===== src/rtl/dbn_pkg.sv =====
// Shared state encoding and datapath width constants for the DBN layer sequencer.
package dbn_pkg;

   typedef enum logic [2:0] {
      IDLE  = 3'd0,
      RUN   = 3'd1,
      DRAIN = 3'd2,
      WB    = 3'd3,
      FIN   = 3'd4
   } state_t;

   localparam int SUM_W   = 512;
   localparam int LANE_W  = 32;
   localparam int DATA_W  = 256;
   localparam int NEURONS = 16;

endpackage


===== src/rtl/dbn_idx_cnt.sv =====
// Modulo-MOD index counter with synchronous clear and a terminal-count flag.
module dbn_idx_cnt
   import dbn_pkg::*;
#(
   parameter int MOD = 2,
   parameter int W   = 1
) (
   input  logic         clk,
   input  logic         rst,
   input  logic         inc,
   input  logic         clr,
   output logic [W-1:0] cnt,
   output logic         tc
);

   assign tc = (cnt == W'(MOD - 1));

   // Wraps to zero after MOD-1, so codes above MOD-1 are never produced.
   always_ff @(posedge clk) begin
      if (rst || clr)
         cnt <= '0;
      else if (inc)
         cnt <= tc ? '0 : cnt + W'(1);
   end

endmodule


===== src/rtl/dbn_layer_seq.sv =====
// Sequencer for one DBN layer pass: chunk walk, partial-sum clear/enable,
// per-batch result writeback and a completion pulse.
module dbn_layer_seq
   import dbn_pkg::*;
#(
   parameter int NUM_CHUNK = 49,
   parameter int NUM_BATCH = 2,
   parameter int CHUNK_AW  = 6,
   parameter int BATCH_W   = 1
) (
   input  logic                clk,
   input  logic                rst,
   input  logic                start,
   output logic                busy,
   output logic                done,
   output logic                rd_en,
   output logic [CHUNK_AW-1:0] data_addr,
   output logic [CHUNK_AW-1:0] wgt_grp,
   output logic [BATCH_W-1:0]  wgt_bank,
   output logic                acc_clr,
   output logic                acc_en,
   output logic                res_we,
   output logic [BATCH_W-1:0]  res_addr,
   output state_t              fsm_state
);

   state_t              state;
   logic [CHUNK_AW-1:0] chunk;
   logic [BATCH_W-1:0]  batch;
   logic                chunk_tc;
   logic                batch_tc;

   dbn_idx_cnt #(.MOD(NUM_CHUNK), .W(CHUNK_AW)) u_chunk_cnt (
      .clk (clk),
      .rst (rst),
      .inc (state == RUN),
      .clr (state == IDLE),
      .cnt (chunk),
      .tc  (chunk_tc)
   );

   dbn_idx_cnt #(.MOD(NUM_BATCH), .W(BATCH_W)) u_batch_cnt (
      .clk (clk),
      .rst (rst),
      .inc (state == WB),
      .clr (state == IDLE),
      .cnt (batch),
      .tc  (batch_tc)
   );

   // The weight memory is addressed by the same group index as the data memory.
   assign wgt_grp   = data_addr;
   assign fsm_state = state;

   // Outputs are registered: each branch loads the values for the cycle it enters.
   always_ff @(posedge clk) begin
      if (rst) begin
         state     <= IDLE;
         busy      <= 1'b0;
         done      <= 1'b0;
         rd_en     <= 1'b0;
         data_addr <= '0;
         wgt_bank  <= '0;
         acc_clr   <= 1'b0;
         acc_en    <= 1'b0;
         res_we    <= 1'b0;
         res_addr  <= '0;
      end else begin
         done     <= 1'b0;
         rd_en    <= 1'b0;
         acc_clr  <= 1'b0;
         acc_en   <= 1'b0;
         res_we   <= 1'b0;
         res_addr <= '0;
         case (state)
            IDLE: begin
               if (start) begin
                  state     <= RUN;
                  busy      <= 1'b1;
                  rd_en     <= 1'b1;
                  data_addr <= '0;
                  wgt_bank  <= '0;
                  acc_clr   <= 1'b1;
               end
            end
            RUN: begin
               // Next cycle consumes the read issued in this one.
               acc_en <= 1'b1;
               if (chunk_tc) begin
                  state <= DRAIN;
               end else begin
                  rd_en     <= 1'b1;
                  data_addr <= chunk + CHUNK_AW'(1);
               end
            end
            DRAIN: begin
               state    <= WB;
               res_we   <= 1'b1;
               res_addr <= batch;
            end
            WB: begin
               if (batch_tc) begin
                  state    <= FIN;
                  busy     <= 1'b0;
                  done     <= 1'b1;
                  wgt_bank <= '0;
               end else begin
                  state     <= RUN;
                  rd_en     <= 1'b1;
                  data_addr <= '0;
                  acc_clr   <= 1'b1;
                  wgt_bank  <= batch + BATCH_W'(1);
               end
            end
            FIN: begin
               state <= IDLE;
            end
            default: begin
               state <= IDLE;
               busy  <= 1'b0;
            end
         endcase
      end
   end

endmodule


===== config.mk =====
export PLATFORM = sky130hd
export DESIGN_NAME = dbn_layer_seq
export DESIGN_NICKNAME = d
export VERILOG_FILES = /design/src/rtl/dbn_pkg.sv /design/src/rtl/dbn_idx_cnt.sv /design/src/rtl/dbn_layer_seq.sv
export SDC_FILE = /design/constraint.sdc
export NUM_CORES = 1
export LEC_CHECK = 0
export CORE_ASPECT_RATIO = 1.4
export CORE_MARGIN = 1.5
export CORE_UTILIZATION = 40
export DETAILED_ROUTE_END_ITERATION = 10
export GPL_TIMING_DRIVEN = 0
export PLACE_DENSITY = 0.66
export SYNTH_ARGS = -nofsm -noshare
export SYNTH_HDL_FRONTEND = slang
export SYNTH_SLANG_ARGS = --single-unit

===== constraint.sdc =====
create_clock -name clk -period 1.65 [get_ports clk]
set_input_delay 0.33 -clock clk [delete_from_list [all_inputs] [get_ports clk]]
set_output_delay 0.33 -clock clk [all_outputs]
set_load 0.01 [all_outputs]

### After elaboration in Yosys (flattened, before gate mapping)

Index checks and enable logic that the tools add are counted.

* bitwise gates (word level): 3
* equality and inequality tests: 10
* add/subtract/negate cells: 2
* reduce and logical (&&, ||, !) cells: 11
* multiplexer cells: 23

Operators with widths (number)
* 6-bit two-way mux: 4
* 6-bit case mux with 3 select lines: 1
* 3-bit case mux with 4 select lines: 1
* 1-bit two-way mux: 10
* 2-bit != test (second input constant): 5
* 3-bit two-way mux: 3
* 6-bit by 1-bit adder with 6-bit output (second input constant): 1
* 3-bit by 2-bit equality test with 1-bit output (second input constant): 2
* 6-bit equality test (second input constant): 1
* 1-bit case mux with 3 select lines: 2
* 1-bit case mux with 2 select lines: 2
* 2-bit AND reduction: 2
* 4-bit AND reduction: 1
* 2-bit OR reduction: 2
* 3-bit by 1-bit equality test with 1-bit output (second input constant): 1
* 3-bit equality test (second input constant): 1
* 3-bit logical NOT: 1
* 1-bit NOT: 3
* 3-bit AND reduction: 1
* 3-bit nonzero test: 1
* 3-bit OR reduction: 1
* 2-bit nonzero test: 1
* 1-bit adder (second input constant): 1
* 1-bit logical OR: 1

* output and inout bits: 23
* bits in registers: 24
* bits of input ports: 3

### Depth between registers and ports, before layout

Gate-level depths: netlist (run 1).

* word-level depth: 4
* gate-level depth with buffers: 6
* gate-level depth less buffers: 6

### Cells and area by module

Synthesis (run 1) repeated with hierarchy kept, for this count alone.

* cells, all modules: 121
* area, all modules: 1142.3 um^2

Modules (own cells, without submodules)
* dbn_layer_seq: cells an instance 84, instances 1, area an instance 793.3 um^2, sequential area each 340.3 um^2
* dbn_idx_cnt (u_chunk_cnt): cells an instance 33, instances 1, area an instance 302.8 um^2, sequential area each 120.1 um^2
* dbn_idx_cnt (u_batch_cnt): cells an instance 4, instances 1, area an instance 46.3 um^2, sequential area each 20.0 um^2

### Worst setup path before layout (run 1)

OpenSTA, ideal clock, no wires.

* path type: register -> register
* start point: register state[0], in the netlist fsm_state[0]
* end point: register u_chunk_cnt.cnt[2]
* data required time: 1584 ps
* stages on the path, launching flop included: 6
* data arrival time: 1225 ps
* period minus slack after synthesis: 1291 ps
* path buffers: 1
* slack: 359 ps
* setup time: 66 ps
* cells stage by stage: dfxtp_1 -> buf_2 -> nor3b_4 -> nand2_1 -> a211o_1 -> a21oi_2

* longest elaborated chain between the ends: 2
* elaborated cells on any way between the ends: 3
* classes of those cells: eq/ne (1); reduce/logical (2)

RTL lines
* start, declared: line dbn_layer_seq.sv:27 `state_t state;`
* start signal, assigned: line dbn_layer_seq.sv:58 `state <= IDLE;`
* start signal, assigned: line dbn_layer_seq.sv:78 `state <= RUN;`
* start signal, assigned: line dbn_layer_seq.sv:90 `state <= DRAIN;`
* 3-bit logical NOT: line dbn_layer_seq.sv:37 `.clr (state == IDLE),`
* 1-bit logical OR: line dbn_idx_cnt.sv:20 `if (rst || clr)`
* end signal, assigned: line dbn_idx_cnt.sv:23 `cnt <= tc ? '0 : cnt + W'(1);`
* end, declared: line dbn_idx_cnt.sv:12 `output logic [W-1:0] cnt,`

Parallel ways exist; a longest one is shown, timed or not.
A chain may end at the register's enable or synchronous reset.

### Final worst setup path (run 1)

* start point: register state[1], in the netlist fsm_state[1]
* end point: output fsm_state[1]

RTL lines
* end, declared: line dbn_layer_seq.sv:24 `output state_t fsm_state`

No word-level cell between the ends.

==> results.yml, run 1 <==
outcome:
  status: "completed"
finish:
  n_antenna_cell: 0
  drive_gt1_frac: 0.208
  register_area_um2: 490
  multi_input_area_um2: 553
  area_growth_pct: 31.3
  final_nets: 165
  final_cell_mix: "clkdlybuf4s50_1, dfxtp_1, nand2_1, a21oi_1, nor2_1"
  final_area_um2: 1500
  fillCellCount: 263
  fin_cells: 195
  final_common_cell: "clkdlybuf4s50_1"
cts:
  clk_path_buf_depth: 2
  htree_levels: 1
  numCtsBuffers: 3
  worstSkewPairLatency_ns: 0.32
  tritoncts: "built"
  cts_root_buffer: "clkbuf_4"
  clkSinkCount: 24
  path_clk_slew_ns: 0.14
timing:
  rsz0062_at_grt: "false"
  period_share: 0.963
  min_period_ns: 1.59
  setup_tns_ns: 0
  relSlewSlack: 0.629
  hold_viol_final: 0
  worst_slack_ns: 0.0617
  setup_viol_count_final: 0
  worstMarginPinSlew_ns: 0.557
  fmax_mhz: 630
  slew_violations: 0
  skew_ns: 0.00909
setup_path:
  path_buf_inv: 1
  r2r_start: "u_chunk_cnt.cnt[0]$_SDFFE_PP0N_"
  r2r-end: "data_addr[0]$_SDFFE_PP0P_"
  worstSetupEndpointType: "output port"
  critPathArrivalTime_ns: 1.26
  path_depth: 1
  crit_path_cell_trace: "clkdlybuf4s50_1"
  cp.required_ns: 1.32
  crit_path_start_kind: "flip-flop"
  critPathMaxFanout: 4
  path_class: "reg -> out"
  worst_r2r_path_depth: 6
  cp_slowest_cell: "clkdlybuf4s50_1"
  cpLargestDelayFamily: "buffers and inverters"
  cpPeakStageDelay_ns: 0.54
  r2r_slack_ns: 0.17
power_and_ir_drop:
  p_leak_uw: 0.000638
  peakVddDrop_mv: 0.496
  power-per-cell-area_nw_per_um2: 762
placed_design:
  place_area_um2: 1430
  io_buffers: 24
  gp_congestion: 0.832
  hpwlAfterDp_mm: 1.78
  dp_cells: 191
  dpl_worst_slack_ns: -0.185
route:
  dr.first_iter.drc_count: 16
  vias: 975
  vias_per_cell: 5.00
  drc: 0
  wl_mm: 2.40
  post_drt_wl_per_cell_um: 12.3
  first_pass_iters: 4
  ant_nets: 0
grt:
  overflow: 0
  grt_max_degree: 15
  grt_pass1_vias: 912
  grt_usage: 0.166
  antenna_found_initial: 0
  grt_pass1_wl_mm: 3.91
synth:
  synth_area_leaders: "dfxtp_1, a21oi_1, nand2_1"
  ys_seq_area_frac: 0.420
  syn_inst: 131
  syn_area_per_cell_um2: 8.74
  ys_types: 40
  ys_ff_latch: 24
  yosys_warnings: 0
  netlist.area_leader.share: 0.420
  syn-cell-area_um2: 1140
  syn_nets: 136
  yosys.area.top_type: "dfxtp_1"
worst_hold_path:
  hold_depth: 2
  min_to: "data_addr[5]$_SDFFE_PP0P_"
  hold_class: "in -> reg"
  hold_start: "rst"
floorplanning:
  io_pins: 26
  die_area_um2: 3200
  die_w_um: 48.2
  dieHeight_um: 66.3
  coreArea_um2: 2670
  initial_utilization: 0.429
  rows: 22
job:
  max-cap-violations: 0
==> area by class of cell <==
cell class	instances	share of cell area
Inverter	3	0.00749
Multi-Input combinational cell	90	0.368
Timing Repair Buffer	24	0.167
Clock buffer	3	0.0150
Clock inverter	1	0.0200
Tap cell	36	0.0300
Sequential cell	24	0.326
Buffer	14	0.0666
==> through the flow <==
stage	hold slack, ns	utilization	power [uW]
floorplan	0.461	-	684
detailed placement	0.478	0.536	733
global placement	0.471	0.536	731
global route	0.468	0.563	1190
finish	0.442	0.563	1150
CTS	0.455	0.558	1150
==> report_power, final <==
group          internal (uW)  switching, uW  total [uW]  leakage, uW
combinational           53.0           68.3         121     0.000411
sequential               592           5.56         597     0.000199
clock                    245            181         427    0.0000279
total                    890            255        1150     0.000638
==> worst max path at each step <==
stage	from	end
after floorplan	fsm_state[0]$_SDFFE_PP0P_	u_chunk_cnt.cnt[2]$_SDFFE_PP0N_
after global placement	start	u_chunk_cnt.cnt[2]$_SDFFE_PP0N_
after detailed placement	start	u_chunk_cnt.cnt[2]$_SDFFE_PP0N_
after CTS	data_addr[1]$_SDFFE_PP0P_	wgt_grp[1]
after global routing	fsm_state[1]$_SDFFE_PP0P_	fsm_state[1]
final	fsm_state[1]$_SDFFE_PP0P_	fsm_state[1]
==> layer usage <==
layer / vias up / track usage / share of wire
met3: 4 / 0.0191 / 0.020
met5: - / 0 / 0
met2: 13 / 0.291 / 0.54
li1: 499 / - / -
met1: 459 / 0.192 / 0.42
met4: 0 / 0.0642 / 0.015
==> flip-flops by register name, summed over array words and instances (netlist names) <==
name / count
data_addr: 6
u_chunk_cnt.cnt: 6
fsm_state: 3
acc_clr: 1
acc_en: 1
busy: 1
done: 1
rd_en: 1
res_addr: 1
res_we: 1
u_batch_cnt.cnt: 1
wgt_bank: 1
==> repair_timing <==
action | CTS | global route
gates resized for setup | 6 | 8
hold endpoints to repair | 0 | 0
setup endpoints to repair | 6 | 7
pin swaps | 0 | 0
gates cloned | 0 | 0
hold buffers | 0 | 0
buffers inserted | 0 | 0
==> logic make-up (layout without fill, tap and decap cells) <==
family	count (synthesis)	after routing	synth area share
multiplexers	1	1	0.00984
XOR/XNOR	4	4	0.0306
flip-flops	24	24	0.420
adder cells (fa/ha/maj)	2	2	0.0219
AND/OR/NAND/NOR	53	53	0.250
buffers and inverters	17	45	0.0973
AO/OA/AOI/OAI	30	30	0.171
==> cell usage after synthesis <==
library cell and count:
a311o_1 1, o21a_1 2, or3_1 1, nor2b_1 2, buf_2 2, o22ai_1 1, and2b_1 1, nand2_2 1
nand4b_1 2, nand2b_1 3, and3_1 1, buf_4 6, nor3b_4 1, nand2_1 14, nor2_2 1, xor2_1 1
mux2_2 1, nor3_1 1, o21ai_0 4, a211o_1 1, buf_6 3, a32oi_2 1, a21oi_1 14, or2_2 1
o21ba_2 1, nor3b_1 1, nand3_1 8, o31ai_1 2, dfxtp_1 24, and4_1 2, a21oi_2 1, a31oi_1 1
nor2_1 11, o21ai_2 1, inv_1 3, clkbuf_1 3, ha_1 2, and4b_1 1, nor4_1 1, xnor2_1 3
No activity file was read; power rests on OpenSTA's default activity.
==> run 2: changes to the inputs <==
--- a/config.mk
+++ b/config.mk
@@ -7,10 +7,10 @@
 export LEC_CHECK = 0
 export CORE_ASPECT_RATIO = 1.4
 export CORE_MARGIN = 1.5
-export CORE_UTILIZATION = 40
+export CORE_UTILIZATION = 30
+export CTS_BUF_LIST = sky130_fd_sc_hd__clkbuf_16
 export DETAILED_ROUTE_END_ITERATION = 10
 export GPL_TIMING_DRIVEN = 0
-export PLACE_DENSITY = 0.66
 export SYNTH_ARGS = -nofsm -noshare
 export SYNTH_HDL_FRONTEND = slang
 export SYNTH_SLANG_ARGS = --single-unit
==> run 2 against run 1 <==
Compared with the run above: maximum frequency fell by 0.60%; worst hold slack gained 0.039 ns; combinational power is essentially flat; critical endpoint unchanged; largest power group unchanged.
==> results.yml, run 2 (synthesis results as in run 1) <==
placed_design:
  io_buffers: 24
  gp_congestion: 0.867
  dpl_worst_slack_ns: -0.146
  hpwlAfterDp_mm: 1.77
route:
  wl_mm: 2.44
  vias_per_cell: 5.09
  vias: 1018
  drc: 0
  ant_nets: 0
  dr.first_iter.drc_count: 16
  first_pass_iters: 4
  post_drt_wl_per_cell_um: 12.2
setup_path:
  cpPeakStageDelay_ns: 0.58
  path_class: "reg -> out"
  critPathMaxFanout: 4
  worst_r2r_path_depth: 6
  crit_path_start_kind: "flip-flop"
  cpLargestDelayFamily: "buffers and inverters"
  r2r_start: "u_chunk_cnt.cnt[0]$_SDFFE_PP0N_"
  r2r-end: "data_addr[1]$_SDFFE_PP0P_"
  critPathArrivalTime_ns: 1.27
  r2r_slack_ns: 0.18
  crit_path_cell_trace: "clkdlybuf4s50_1"
  cp_slowest_cell: "clkdlybuf4s50_1"
  cp.required_ns: 1.32
  worstSetupEndpointType: "output port"
  path_buf_inv: 1
timing:
  setup_viol_count_final: 0
  skew_ns: 0.00226
  rsz0062_at_grt: "false"
  fmax_mhz: 626
  worstMarginPinSlew_ns: 0.527
  relSlewSlack: 0.649
  period_share: 0.968
  min_period_ns: 1.60
  hold_viol_final: 0
  worst_slack_ns: 0.0521
  slew_violations: 0
cts:
  worstSkewPairLatency_ns: 0.25
  tritoncts: "built"
  cts_root_buffer: "clkbuf_16"
  cts_resized: 0
  holdBufCountCts: 0
  clkSinkCount: 24
  numCtsBuffers: 3
  clk_path_buf_depth: 2
  cts_setup_buffers: 0
  htree_levels: 1
  path_clk_slew_ns: 0.06
worst_hold_path:
  hold_class: "reg -> reg"
  hold_start: "data_addr[0]$_SDFFE_PP0P_"
  hold_depth: 2
  min_to: "data_addr[0]$_SDFFE_PP0P_"
finish:
  n_antenna_cell: 0
  fillCellCount: 374
  final_cell_mix: "dfxtp_1, clkdlybuf4s50_1, nand2_1, a21oi_1, nor2_1"
  area_growth_pct: 32.1
  final_nets: 165
  drive_gt1_frac: 0.146
grt:
  antenna_found_initial: 0
  grt_pass1_wl_mm: 4.21
  grt_use_met1: 0.140
  grt_max_degree: 13
  met3_usage: 0.0407
  top_usage_layer: "met2"
  grt_pass1_vias: 936
  grt_usage: 0.123
  gr-usage-met2: 0.208
  overflow: 0
power_and_ir_drop:
  power-per-cell-area_nw_per_um2: 810
  p_clk_frac: 0.412
  comb_power_share: 0.099
  p_sw_uw: 260
  sw_frac_of_total: 0.212
  peakVddDrop_mv: 0.460
  p_total_uw: 1230
  intPower_uw: 966
  seq_power_share: 0.488
  p_leak_uw: 0.000550
outcome:
  status: "completed"
floorplanning:
  rows: 26
  die_area_um2: 4200
  dieHeight_um: 76.1
  coreArea_um2: 3640
  initial_utilization: 0.314
  die_w_um: 55.2
  io_pins: 26
job:
  max-cap-violations: 0
-- run 2: worst reg2reg max path, stage by stage (launching register included) --
cell and delay [ns]:
dfxtp_1 0.33, inv_1 0.08, ha_1 0.16, nand4b_1 0.15, o21ai_2 0.39, nand3_1 0.13, a21oi_1 0.15
-- run 2: how the worst max path moves through the flow --
stage                                                from                               to  cells after the start
after floorplan                 fsm_state[0]$_SDFFE_PP0P_  u_chunk_cnt.cnt[2]$_SDFFE_PP0N_                      5
after global placement                              start  u_chunk_cnt.cnt[2]$_SDFFE_PP0N_                      5
after detailed placement                            start  u_chunk_cnt.cnt[2]$_SDFFE_PP0N_                      5
after CTS                       fsm_state[1]$_SDFFE_PP0P_                     fsm_state[1]                      1
after global routing      u_chunk_cnt.cnt[0]$_SDFFE_PP0N_        data_addr[4]$_SDFFE_PP0P_                      6
final                           fsm_state[1]$_SDFFE_PP0P_                     fsm_state[1]                      1
-- run 2: area by class of cell --
type	count	area, um2	share of cell area
clock buffers	3	75.1	0.0496
repair buffers	24	240	0.159
plain buffers	14	100	0.0662
inverters	3	11.3	0.00744
flip-flops and latches	24	480	0.318
well taps	42	52.6	0.0347
multi-input cells	90	553	0.366
-- run 2: power groups by stage --
stage / Sequential, uW / Combinational (uW) / Clock [uW]
2_1_floorplan: 616 / 68.3 / 0
3_3_place_gp: 610 / 119 / 0
3_5_place_dp: 611 / 121 / 0
4_1_cts: 598 / 121 / 523
5_1_grt: 599 / 132 / 557
6_report: 598 / 122 / 505
-- run 2: metrics by stage --
stage / TNS [ns] / area, um2 / cells / utilization / hold slack [ns]
detailed placement: -0.875 / 1440 / 197 / 0.395 / 0.477
floorplan: 0 / 1140 / 131 / - / 0.461
global placement: -0.733 / 1440 / 197 / 0.395 / 0.475
global route: 0 / 1510 / 200 / 0.415 / 0.515
CTS: 0 / 1510 / 200 / 0.415 / 0.485
finish: 0 / 1510 / 200 / 0.415 / 0.481
-- run 2: metal layers --
metal / vias up / wire length [um]
met1: 485 / 1130
met3: 4 / 97
li1: 502 / -
met2: 27 / 1180
met5: - / 0
met4: 0 / 37
